`src/rtl/fm_adapter_mc.sv`:
```
// FM carrier adapter: carrier / FM / carrier+FM phase increment generator with
// registered AXI-Stream output, full backpressure and valley-based period measurement.
module fm_adapter_mc #(
    parameter int unsigned S_AXIS_TDATA_WIDTH = 16,
    parameter int unsigned M_AXIS_TDATA_WIDTH = 32,
    parameter int unsigned CARRIER_PINC_WIDTH = 32,
    parameter int unsigned PERIOD_WIDTH       = 24
) (
    input  logic                          aclk,
    input  logic                          aresetn,
    input  logic [1:0]                    mode,
    input  logic [4:0]                    shift_carrier,
    input  logic [CARRIER_PINC_WIDTH-1:0] phase_carrier,
    input  logic [S_AXIS_TDATA_WIDTH-1:0] hysteresis,
    output logic                          switch_enable,
    output logic [PERIOD_WIDTH-1:0]       period,
    output logic                          period_valid,
    input  logic                          S_AXIS_tvalid,
    input  logic [S_AXIS_TDATA_WIDTH-1:0] S_AXIS_tdata,
    output logic                          S_AXIS_tready,
    input  logic                          M_AXIS_tready,
    output logic                          M_AXIS_tvalid,
    output logic [M_AXIS_TDATA_WIDTH-1:0] M_AXIS_tdata
);

    localparam int unsigned SW = S_AXIS_TDATA_WIDTH;
    localparam int unsigned MW = M_AXIS_TDATA_WIDTH;
    localparam int unsigned PW = PERIOD_WIDTH;
    localparam logic [PW-1:0] CNT_MAX = '1;

    typedef enum logic {
        DOWN = 1'b0,
        UP   = 1'b1
    } slope_t;

    slope_t          state_q, state_d;
    logic [SW-1:0]   ext_q, ext_d;
    logic [PW-1:0]   cnt_q, cnt_d, cnt_inc;
    logic            primed_q, primed_d;
    logic            sw_q, sw_d;
    logic [PW-1:0]   period_q, period_d;
    logic            pv_q, pv_d;
    logic            tvalid_q, tvalid_d;
    logic [MW-1:0]   tdata_q, tdata_d;

    logic            fm_mode;
    logic            load;
    logic            hs;
    logic            valley;
    logic [SW-1:0]   u;
    logic [MW-1:0]   fm;
    logic [MW-1:0]   carrier;

    // Datapath decode: offset-binary sample, shifted FM term, handshake qualifiers
    assign fm_mode       = (mode == 2'd1) || (mode == 2'd2);
    assign u             = {~S_AXIS_tdata[SW-1], S_AXIS_tdata[SW-2:0]};
    assign fm            = MW'(u) >> shift_carrier;
    assign carrier       = MW'(phase_carrier);
    assign load          = ~tvalid_q | M_AXIS_tready;
    assign S_AXIS_tready = fm_mode ? load : 1'b1;
    assign hs            = fm_mode & S_AXIS_tvalid & load;
    assign cnt_inc       = (cnt_q == CNT_MAX) ? CNT_MAX : cnt_q + PW'(1);

    // Next-state logic for output register and slope detector
    always_comb begin
        state_d  = state_q;
        ext_d    = ext_q;
        cnt_d    = cnt_q;
        primed_d = primed_q;
        sw_d     = sw_q;
        period_d = period_q;
        pv_d     = 1'b0;
        tvalid_d = tvalid_q;
        tdata_d  = tdata_q;
        valley   = 1'b0;

        if (!fm_mode) begin
            if (load) begin
                tdata_d  = carrier;
                tvalid_d = 1'b1;
            end
            state_d  = DOWN;
            ext_d    = '1;
            cnt_d    = '0;
            primed_d = 1'b0;
            sw_d     = 1'b0;
        end else begin
            if (load) begin
                tvalid_d = hs;
                if (hs) begin
                    tdata_d = (mode == 2'd2) ? carrier + fm : fm;
                end
            end
            if (hs) begin
                cnt_d = cnt_inc;
                case (state_q)
                    DOWN: begin
                        if (u < ext_q) begin
                            ext_d = u;
                        end else if ((u - ext_q) > hysteresis) begin
                            state_d = UP;
                            ext_d   = u;
                            valley  = 1'b1;
                        end
                    end
                    UP: begin
                        if (u > ext_q) begin
                            ext_d = u;
                        end else if ((ext_q - u) > hysteresis) begin
                            state_d = DOWN;
                            ext_d   = u;
                        end
                    end
                    default: begin
                        state_d = DOWN;
                    end
                endcase
                if (valley) begin
                    sw_d = ~sw_q;
                    if (primed_q) begin
                        period_d = cnt_inc;
                        pv_d     = 1'b1;
                    end
                    cnt_d    = '0;
                    primed_d = 1'b1;
                end
            end
        end
    end

    // State and output registers
    always_ff @(posedge aclk or negedge aresetn) begin
        if (!aresetn) begin
            state_q  <= DOWN;
            ext_q    <= '1;
            cnt_q    <= '0;
            primed_q <= 1'b0;
            sw_q     <= 1'b0;
            period_q <= '0;
            pv_q     <= 1'b0;
            tvalid_q <= 1'b0;
            tdata_q  <= '0;
        end else begin
            state_q  <= state_d;
            ext_q    <= ext_d;
            cnt_q    <= cnt_d;
            primed_q <= primed_d;
            sw_q     <= sw_d;
            period_q <= period_d;
            pv_q     <= pv_d;
            tvalid_q <= tvalid_d;
            tdata_q  <= tdata_d;
        end
    end

    assign switch_enable = sw_q;
    assign period        = period_q;
    assign period_valid  = pv_q;
    assign M_AXIS_tvalid = tvalid_q;
    assign M_AXIS_tdata  = tdata_q;

endmodule
```
`config.mk`:
```
export PLATFORM = sky130hd
export DESIGN_NAME = fm_adapter_mc
export DESIGN_NICKNAME = d
export VERILOG_FILES = /design/src/rtl/fm_adapter_mc.sv
export SDC_FILE = /design/constraint.sdc
export NUM_CORES = 1
export LEC_CHECK = 0
export ABC_AREA = 1
export CAP_MARGIN = 20
export CORE_ASPECT_RATIO = 0.8
export CORE_UTILIZATION = 50
export DETAILED_ROUTE_END_ITERATION = 8
export PLACE_DENSITY = 0.83
export SLEW_MARGIN = 0
export SYNTH_ARGS = -nofsm -noshare
export SYNTH_HDL_FRONTEND = slang
export SYNTH_SLANG_ARGS = --single-unit
```
`constraint.sdc`:
```
create_clock -name aclk -period 4.4 [get_ports aclk]
set_clock_uncertainty 0.15 [all_clocks]
set_input_delay 0.44 -clock aclk [delete_from_list [all_inputs] [get_ports aclk]]
set_output_delay 0.44 -clock aclk [all_outputs]
set_load 0.01 [all_outputs]
```
== Word level (Yosys, flattened, before mapping) ==
Index checks and enable logic that the tools add are counted.

* Bits in registers: 101
* Output and inout bits: 60

* Shift operators: 1
* Magnitude comparators: 4
* Reductions and logical operators: 5
* Bitwise gates (word level): 7
* Equality and inequality tests: 7
* Add/sub/neg operators: 4
* Multiplexer cells: 40

{| class="wikitable"
|+ Operator list
! cell !! number
|-
| 32-bit 2-to-1 mux || 5
|-
| 16-bit 2-to-1 mux || 6
|-
| 24-bit 2-to-1 mux || 4
|-
| 16-bit greater-than comparator || 3
|-
| 32-bit adder || 1
|-
| 16-bit one-hot mux with 2 select lines || 1
|-
| 16-bit by 5-bit >> shifter with 32-bit output || 1
|-
| 16-bit subtractor || 2
|-
| 24-bit by 1-bit adder with 24-bit output (second input constant) || 1
|-
| 24-bit == test (second input constant) || 1
|-
| 1-bit 2-to-1 mux || 23
|-
| 16-bit < comparator || 1
|-
| 2-bit by 1-bit != test with 1-bit output (second input constant) || 2
|-
| 4-bit by 2-bit != test with 1-bit output (second input constant) || 1
|-
| 4-bit != test (second input constant) || 1
|-
| 1-bit inverter || 4
|-
| 2-bit AND reduction || 2
|-
| 4-bit AND reduction || 1
|-
| 3-bit AND reduction || 1
|-
| 1-bit bitwise AND || 2
|-
| 2-bit by 1-bit == test with 1-bit output (second input constant) || 1
|-
| 2-bit == test (second input constant) || 1
|-
| 1-bit one-hot mux with 2 select lines || 1
|-
| 1-bit logical OR || 1
|-
| 1-bit OR || 1
|}

== Depth between registers and ports, before layout ==
Gate-level depths: netlist (run 1).

* Depth in word-level cells: 11
* Gate-level depth with buffers: 24
* Mapped depth without buffers: 22

== Least setup slack after synthesis (run 1) ==
OpenSTA, ideal clock, no wires.

* Path type: input to register
* Start point: in S_AXIS_tdata[2]
* End point: reg period_q[10] (netlist: period[10])
* Setup time: 0.117 ns
* Path buffers: 3
* Slack: 1.061 ns
* Cell stages on the path: 23
* Arrival time: 3.071 ns
* Cell sequence: inv_1 ha_1 buf_2 a21o_1 inv_1 o21ai_0 a21oi_1 inv_1 nand2_1 nand2_1 xor2_1 ha_1 nand4_1 nor2_1 nand2_1 nand2_1 nand2_1 nor2_4 buf_6 nand3_4 buf_6 nand2_1 nand2_1

* Word-level cells in the longest chain between the ends: 8

{| class="wikitable"
|+ Ends and longest elaborated chain
! item !! line !! source
|-
| start: declaration || 19 || <nowiki>input logic [S_AXIS_TDATA_WIDTH-1:0] S_AXIS_tdata,</nowiki>
|-
| 16-bit subtractor || 100 || <nowiki>end else if ((u - ext_q) > hysteresis) begin</nowiki>
|-
| 16-bit greater-than comparator || 100 ||
|-
| 1-bit 2-to-1 mux || 100 ||
|-
| 1-bit 2-to-1 mux * || 98 || <nowiki>if (u < ext_q) begin</nowiki>
|-
| 1-bit 2-to-1 mux * || 96 || <nowiki>case (state_q)</nowiki>
|-
| 1-bit 2-to-1 mux * || 94 || <nowiki>if (hs) begin</nowiki>
|-
| 1-bit 2-to-1 mux * || 77 || <nowiki>if (!fm_mode) begin</nowiki>
|-
| 4-bit AND reduction (no line) * || -- ||
|-
| end signal: assignment || 149 || <nowiki>period_q <= period_d;</nowiki>
|-
| end: declaration || 41 || <nowiki>logic [PW-1:0] period_q, period_d;</nowiki>
|}

Mark *: on every way between the ends. The rest lies on a longest branch, timed or not. The select of a mux whose other input is x is not followed.
A chain may end at the register's enable or synchronous reset.

== Final worst setup path (run 1) ==
* Start point: in S_AXIS_tdata[4]
* End point: reg ext_q[10]

* Word-level cells in the longest chain between the ends: 5

{| class="wikitable"
|+ Ends and longest elaborated chain
! item !! line !! source
|-
| parallel branches: the longest is 5 deep, another holds 16-bit subtractor || -- ||
|-
| end signal: assignment || 145 || <nowiki>ext_q <= ext_d;</nowiki>
|-
| end: declaration || 37 || <nowiki>logic [SW-1:0] ext_q, ext_d;</nowiki>
|}

Several ways; the timed one is not identified. The select of a mux whose other input is x is not followed.

==> results of run 1 <==
repair_timing:
item                                   CTS  global route
resized for setup                        0             7
endpoints found under the hold margin    0             0
setup endpoints to repair                0            65
kinds of logic after synthesis:
kind of cell / Yosys count / synth area share
and+or+nand+nor: 795 / 0.361
buffers and inverters: 241 / 0.102
adders and majority gates: 83 / 0.112
AOI/OAI and AO/OA: 220 / 0.127
DFF: 101 / 0.268
xor gates and xnor gates: 33 / 0.0304
layer usage:
layer / vias up / wire, µm / track usage
li1: 5097 / - / -
met1: 4707 / 14000 / 0.454
met2: 459 / 12200 / 0.448
met3: 39 / 2610 / 0.0620
met4: 0 / 429 / 0.0709
met5: - / 0 / 0
sequential cells by signal (all words and copies together) (netlist names):
register,flops
ext_q,16
switch_enable,1
period_valid,1
primed_q,1
period,24
state_q,1
M_AXIS_tdata,32
cnt_q,24
M_AXIS_tvalid,1
final timing paths:
kind / startpoint / end / slack, ns / cells past startpoint
max reg2reg: ext_q[4] / ext_q[10] / 0.38 / 17
min reg2reg: period[21] / period[21] / 0.32 / 2
min in group aclk: period[21] / period[21] / 0.32 / 2
max in group asynchronous: aresetn / cnt_q[11] / 3.01 / 2
min: aresetn / cnt_q[2] / 0.08 / 1
max: S_AXIS_tdata[4] / ext_q[10] / 0.17 / 19
area by class of cell:
type                            count  share of cell area
Timing Repair Buffer              187               0.152
Sequential cell                   101               0.219
Clock buffer                       10              0.0197
Inverter                          188              0.0607
Multi-Input combinational cell   1132               0.517
Clock inverter                      6             0.00452
Tap cell                          253              0.0272
cells in the final DEF, fill, tap and decap left out, drive strengths merged, types with 12 or more instances in the layout:
cell type,n
a21oi,81
buf,54
clkdlybuf4s50,133
dfrtp,85
dfstp,16
ha,80
inv,190
nand2,485
nand3,103
nand4,63
nor2,99
nor3,25
o21ai,100
or2,12
xor2,31
through the flow:
step,util,cell area [µm²]
floorplan,-,9500
global placement,0.615,11300
detailed placement,0.615,11300
CTS,0.630,11600
global route,0.632,11600
finish,0.632,11600
power groups by stage:
stage	logic, W	clock network, W	registers, W
finish	0.00335	0.000792	0.00129
global route	0.00375	0.000840	0.00131
CTS	0.00326	0.000795	0.00128
detailed placement	0.00324	0	0.00130
global placement	0.00318	0	0.00129
floorplan	0.00218	0	0.00129
worst max-delay path, cell delays in order:
cell and delay (ns):
clkdlybuf4s50_1 0.52, inv_1 0.08, ha_1 0.38, a21oi_1 0.31, o21ai_0 0.14, a21oi_1 0.39, o21ai_0 0.23, xor2_1 0.20
inv_1 0.07, ha_1 0.29, nand4_1 0.16, nor2_1 0.25, nand2_1 0.09, nand2_1 0.07, nand2_1 0.10, nand2_1 0.16
buf_4 0.27, nand4_1 0.13, nand2_1 0.10
==> results.sh, run 1 <==
export IMPL_status="finished, final reports clean"
export IMPL_finalWirelength_mm=29.2
export IMPL_power_w=0.00543
export IMPL_synth_common_cells="nand2_1, inv_1, nand3_1"
export IMPL_power_density_nw_per_um2=467
export IMPL_p_leak_nw=5.93
export IMPL_numCtsBuffers=9
export IMPL_port_buffer_count=134
export IMPL_max_cap_viol_count=0
export IMPL_die_area_um2=19600
export IMPL_netlist_area_um2=9500
export IMPL_grt_max_degree=71
export IMPL_switching_share=0.467
export IMPL_ys_async_sr_fraction=1.00
export IMPL_ys_seq_elements=101
export IMPL_postCtsHoldBufs=0
export IMPL_instances_no_fill=1877
export IMPL_syn_nets=1631
export IMPL_synth_cell_type_count=48
export IMPL_fin_nets=1777
export IMPL_ir_drop_mv=0.233
export IMPL_arrival_ns=4.38
export IMPL_cts_buffer_depth=2
export IMPL_syn_avg_cell_area_um2=6.45
export IMPL_cts_root_buf="clkbuf_16"
export IMPL_die_h_um=125
export IMPL_fillers=1729
export IMPL_drive_above_1_share=0.0727
export IMPL_finalSetupTns_ns=0
export IMPL_rsz0062_at_grt="yes"
export IMPL_multiInputGateArea_um2=6010
export IMPL_cp_start_kind="input port"
export IMPL_synthFlopType="dfrtp_1"
export IMPL_start_util=0.517
export IMPL_ant_nets=0
export IMPL_max_freq_mhz=236
export IMPL_gp_congestion=1.01
export IMPL_worst_slack_ns=0.165
export IMPL_synth_cells=1473
export IMPL_grt_pass1_wl_mm=48.0
export IMPL_dp_hpwl_mm=22.9
export IMPL_synth_top_cell_by_area="dfrtp_1"
export IMPL_track_usage=0.305
export IMPL_hold_ws_ns=0.0784
export IMPL_synth_edf_count=0
export IMPL_final_setup_viol_count=0
export IMPL_p_int_w=0.00289
export IMPL_path_class="input port to flop"
export IMPL_clock_sinks=101
export IMPL_critPathRequiredTime_ns=4.55
export IMPL_switching_power_w=0.00254
export IMPL_rows=44
export IMPL_pwr_share_clk=0.146
export IMPL_drc=0
export IMPL_place_inst=1860
export IMPL_tightestPinTransition_ns=0.935
export IMPL_drt_pass1_iter_count=7
export IMPL_pin_count=135
export IMPL_timing_final_crit_share=0.962
export IMPL_cts_setup_buffers=0
export IMPL_via_count=10302
export IMPL_viasPerCell=5.49
export IMPL_antenna_found_initial=0
export IMPL_end_kind="flop"
export IMPL_drt_initial_drc_count=1034
export IMPL_synth_top_area_frac=0.224
export IMPL_ys_warn_count=0
export IMPL_seqPwrFrac=0.237
export IMPL_coreArea_um2=18400
export IMPL_cts_clk_slew_worst_paths_ns=0.08
export IMPL_hold_class="input port to asynchronous set/reset pin"
export IMPL_synth_most_common_cell="nand2_1"
export IMPL_slew_viol_final=0
export IMPL_relSlewSlack=0.376
export IMPL_htreeDepth=3
export IMPL_fin_crit_ns=4.23
export IMPL_yosysSeqAreaShare=0.268
export IMPL_worst_path_max_fanout=16
export IMPL_cts_tree="built"
export IMPL_combPwrFrac=0.617
export IMPL_clkLatencyLatePin_ns=0.36
export IMPL_wl_per_cell_um=15.5
export IMPL_diodes=0
export IMPL_area_delta_synth_final_pct=22.4
export IMPL_ys_top_cells_by_area="dfrtp_1, nand2_1, ha_1"
export IMPL_gr_total_overflow=0
export IMPL_hold_violations=0
export IMPL_grt_pass1_vias=9695
export IMPL_post_place_ws_ns=-0.215
export IMPL_seqCellArea_um2=2550
export IMPL_die_x_um=156
(Power assumes the default switching activity.)
==> inputs of run 2 (changes only) <==
- CORE_ASPECT_RATIO: 0.8 -> unset
- SKIP_LAST_GASP: unset -> 1
==> results.sh, run 2 (synthesis results as in run 1) <==
export IMPL_slew_viol_final=0
export IMPL_track_usage=0.295
export IMPL_start_util=0.510
export IMPL_diodes=0
export IMPL_port_buffer_count=134
export IMPL_startpoint="S_AXIS_tdata[2]"
export IMPL_hold_violations=0
export IMPL_worstReg2RegStart="ext_q[0]"
export IMPL_pwr_share_clk=0.149
export IMPL_final_setup_viol_count=0
export IMPL_wl_per_cell_um=15.5
export IMPL_p_leak_nw=5.88
export IMPL_clkLatencyLatePin_ns=0.35
export IMPL_dp_hpwl_mm=22.4
export IMPL_cts_buffer_depth=2
export IMPL_switching_share=0.466
export IMPL_area_delta_synth_final_pct=20.8
export IMPL_tightestPinTransition_ns=0.960
export IMPL_max_freq_mhz=250
export IMPL_hold_ws_ns=0.0507
export IMPL_relSlewSlack=0.360
export IMPL_hold_class="input port to asynchronous set/reset pin"
export IMPL_ir_drop_mv=0.246
export IMPL_drive_above_1_share=0.0640
export IMPL_drt_initial_drc_count=917
export IMPL_grt_pass1_wl_mm=46.5
export IMPL_pin_count=135
export IMPL_switching_power_w=0.00249
export IMPL_rsz0062_at_grt="no"
export IMPL_finalSetupTns_ns=0
export IMPL_antenna_found_initial=1
export IMPL_drt_pass1_iter_count=8
export IMPL_worstRegToRegCells=18
export IMPL_end_kind="flop"
export IMPL_fin_nets=1763
export IMPL_die_h_um=140
export IMPL_worst_path_max_fanout=13
export IMPL_fin_crit_ns=4.00
export IMPL_max_cap_viol_count=0
export IMPL_cp_start_kind="input port"
export IMPL_die_area_um2=19600
export IMPL_worstSetupEndpoint="ext_q[1]"
export IMPL_combPwrFrac=0.609
export IMPL_path_class="input port to flop"
export IMPL_ant_nets=0
export IMPL_utilization=0.616
export IMPL_critPathRequiredTime_ns=4.54
export IMPL_r2r_setup_slack_ns=0.47
export IMPL_gp_congestion=1.01
export IMPL_status="finished with violations"
export IMPL_cts_root_buf="clkbuf_16"
export IMPL_gr_total_overflow=0
export IMPL_placed_area_um2=11200
export IMPL_finalWirelength_mm=28.5
export IMPL_largest_reg_flops=32
export IMPL_viasPerCell=5.56
export IMPL_p_int_w=0.00285
export IMPL_design_area_um2=11500
export IMPL_clock_sinks=101
export IMPL_power_density_nw_per_um2=465
export IMPL_arrival_ns=4.14
export IMPL_drc=1
export IMPL_reg2reg_to="period[23]"
export IMPL_coreArea_um2=18600
export IMPL_timing_final_crit_share=0.909
export IMPL_numCtsBuffers=9
export IMPL_grt_max_degree=75
export IMPL_grt_pass1_vias=9743
export IMPL_layout_common_cells="nand2_1, inv_1, clkdlybuf4s50_1"
export IMPL_seqPwrFrac=0.242
export IMPL_rows=50
export IMPL_cts_clk_slew_worst_paths_ns=0.08
export IMPL_postCtsHoldBufs=0
export IMPL_cts_tree="built"
export IMPL_via_count=10253
export IMPL_final_common_cell="nand2_1"
export IMPL_die_x_um=140
export IMPL_violations="design-rule violations"
export IMPL_htreeDepth=3
-- run 2: how the worst min path moves through the flow --
stage	slack, ns	startpoint	end	cells past startpoint
floorplan	-0.006	aresetn	M_AXIS_tdata[0]	0
global placement	0.31	period[22]	period[22]	2
detailed placement	0.31	period[9]	period[9]	2
CTS	0.11	aresetn	period_valid	1
global route	0.14	aresetn	period_valid	1
finish	0.05	aresetn	period_valid	1
-- run 2: metrics by stage --
stage	instances	worst slack (ns)	total power [W]
floorplan	1473	1.06	0.00347
global placement	1828	0.0130	0.00441
detailed placement	1828	-0.143	0.00450
CTS	1844	0.204	0.00531
global route	1844	0.0656	0.00581
finish	1844	0.400	0.00533
-- run 2: worst max-delay path, stage by stage --
cell	delay [ns]
clkdlybuf4s50_1	0.51
inv_1	0.09
ha_1	0.35
buf_4	0.17
a21oi_1	0.16
o21ai_0	0.21
a21oi_2	0.29
inv_1	0.07
nand2_1	0.06
nand2_1	0.07
xnor2_1	0.13
inv_1	0.06
ha_1	0.30
nand4_1	0.14
nor2_1	0.18
nand2_1	0.07
nand2_1	0.06
nand2_1	0.11
nand2_1	0.22
buf_4	0.23
nand4_1	0.11
nand2_1	0.09
-- run 2: cell type report --
| class | instances | area [µm²] |
|---|---|---|
| flip-flops and latches | 101 | 2550 |
| clock inverters | 6 | 57.6 |
| fillers | 1758 | 7160 |
| multi-input cells | 1131 | 5990 |
| inverters | 188 | 706 |
| repair buffers | 174 | 1650 |
| clock buffers | 10 | 229 |
| well taps | 234 | 293 |
-- run 2: timing repair --
action	CTS	global route
setup endpoints to repair	0	22
buffers inserted	0	0
resized for setup	0	2
endpoints found under the hold margin	0	0
-- run 2: metal layers --
metal,share of wire,wire [µm],global-route usage,vias up
met1,0.42,11900,0.364,4694
met4,0.042,1210,0.142,0
li1,-,-,-,5058
met3,0.063,1790,0.0416,76
met5,0,0,0,-
met2,0.48,13600,0.507,425
-- run 2: power by group through the flow --
stage / Combinational (W) / Sequential (W) / Clock, W
after global placement: 0.00311 / 0.00130 / 0
after global routing: 0.00365 / 0.00131 / 0.000842
after detailed placement: 0.00320 / 0.00130 / 0
after CTS: 0.00322 / 0.00129 / 0.000796
final: 0.00325 / 0.00129 / 0.000793
after floorplan: 0.00218 / 0.00129 / 0
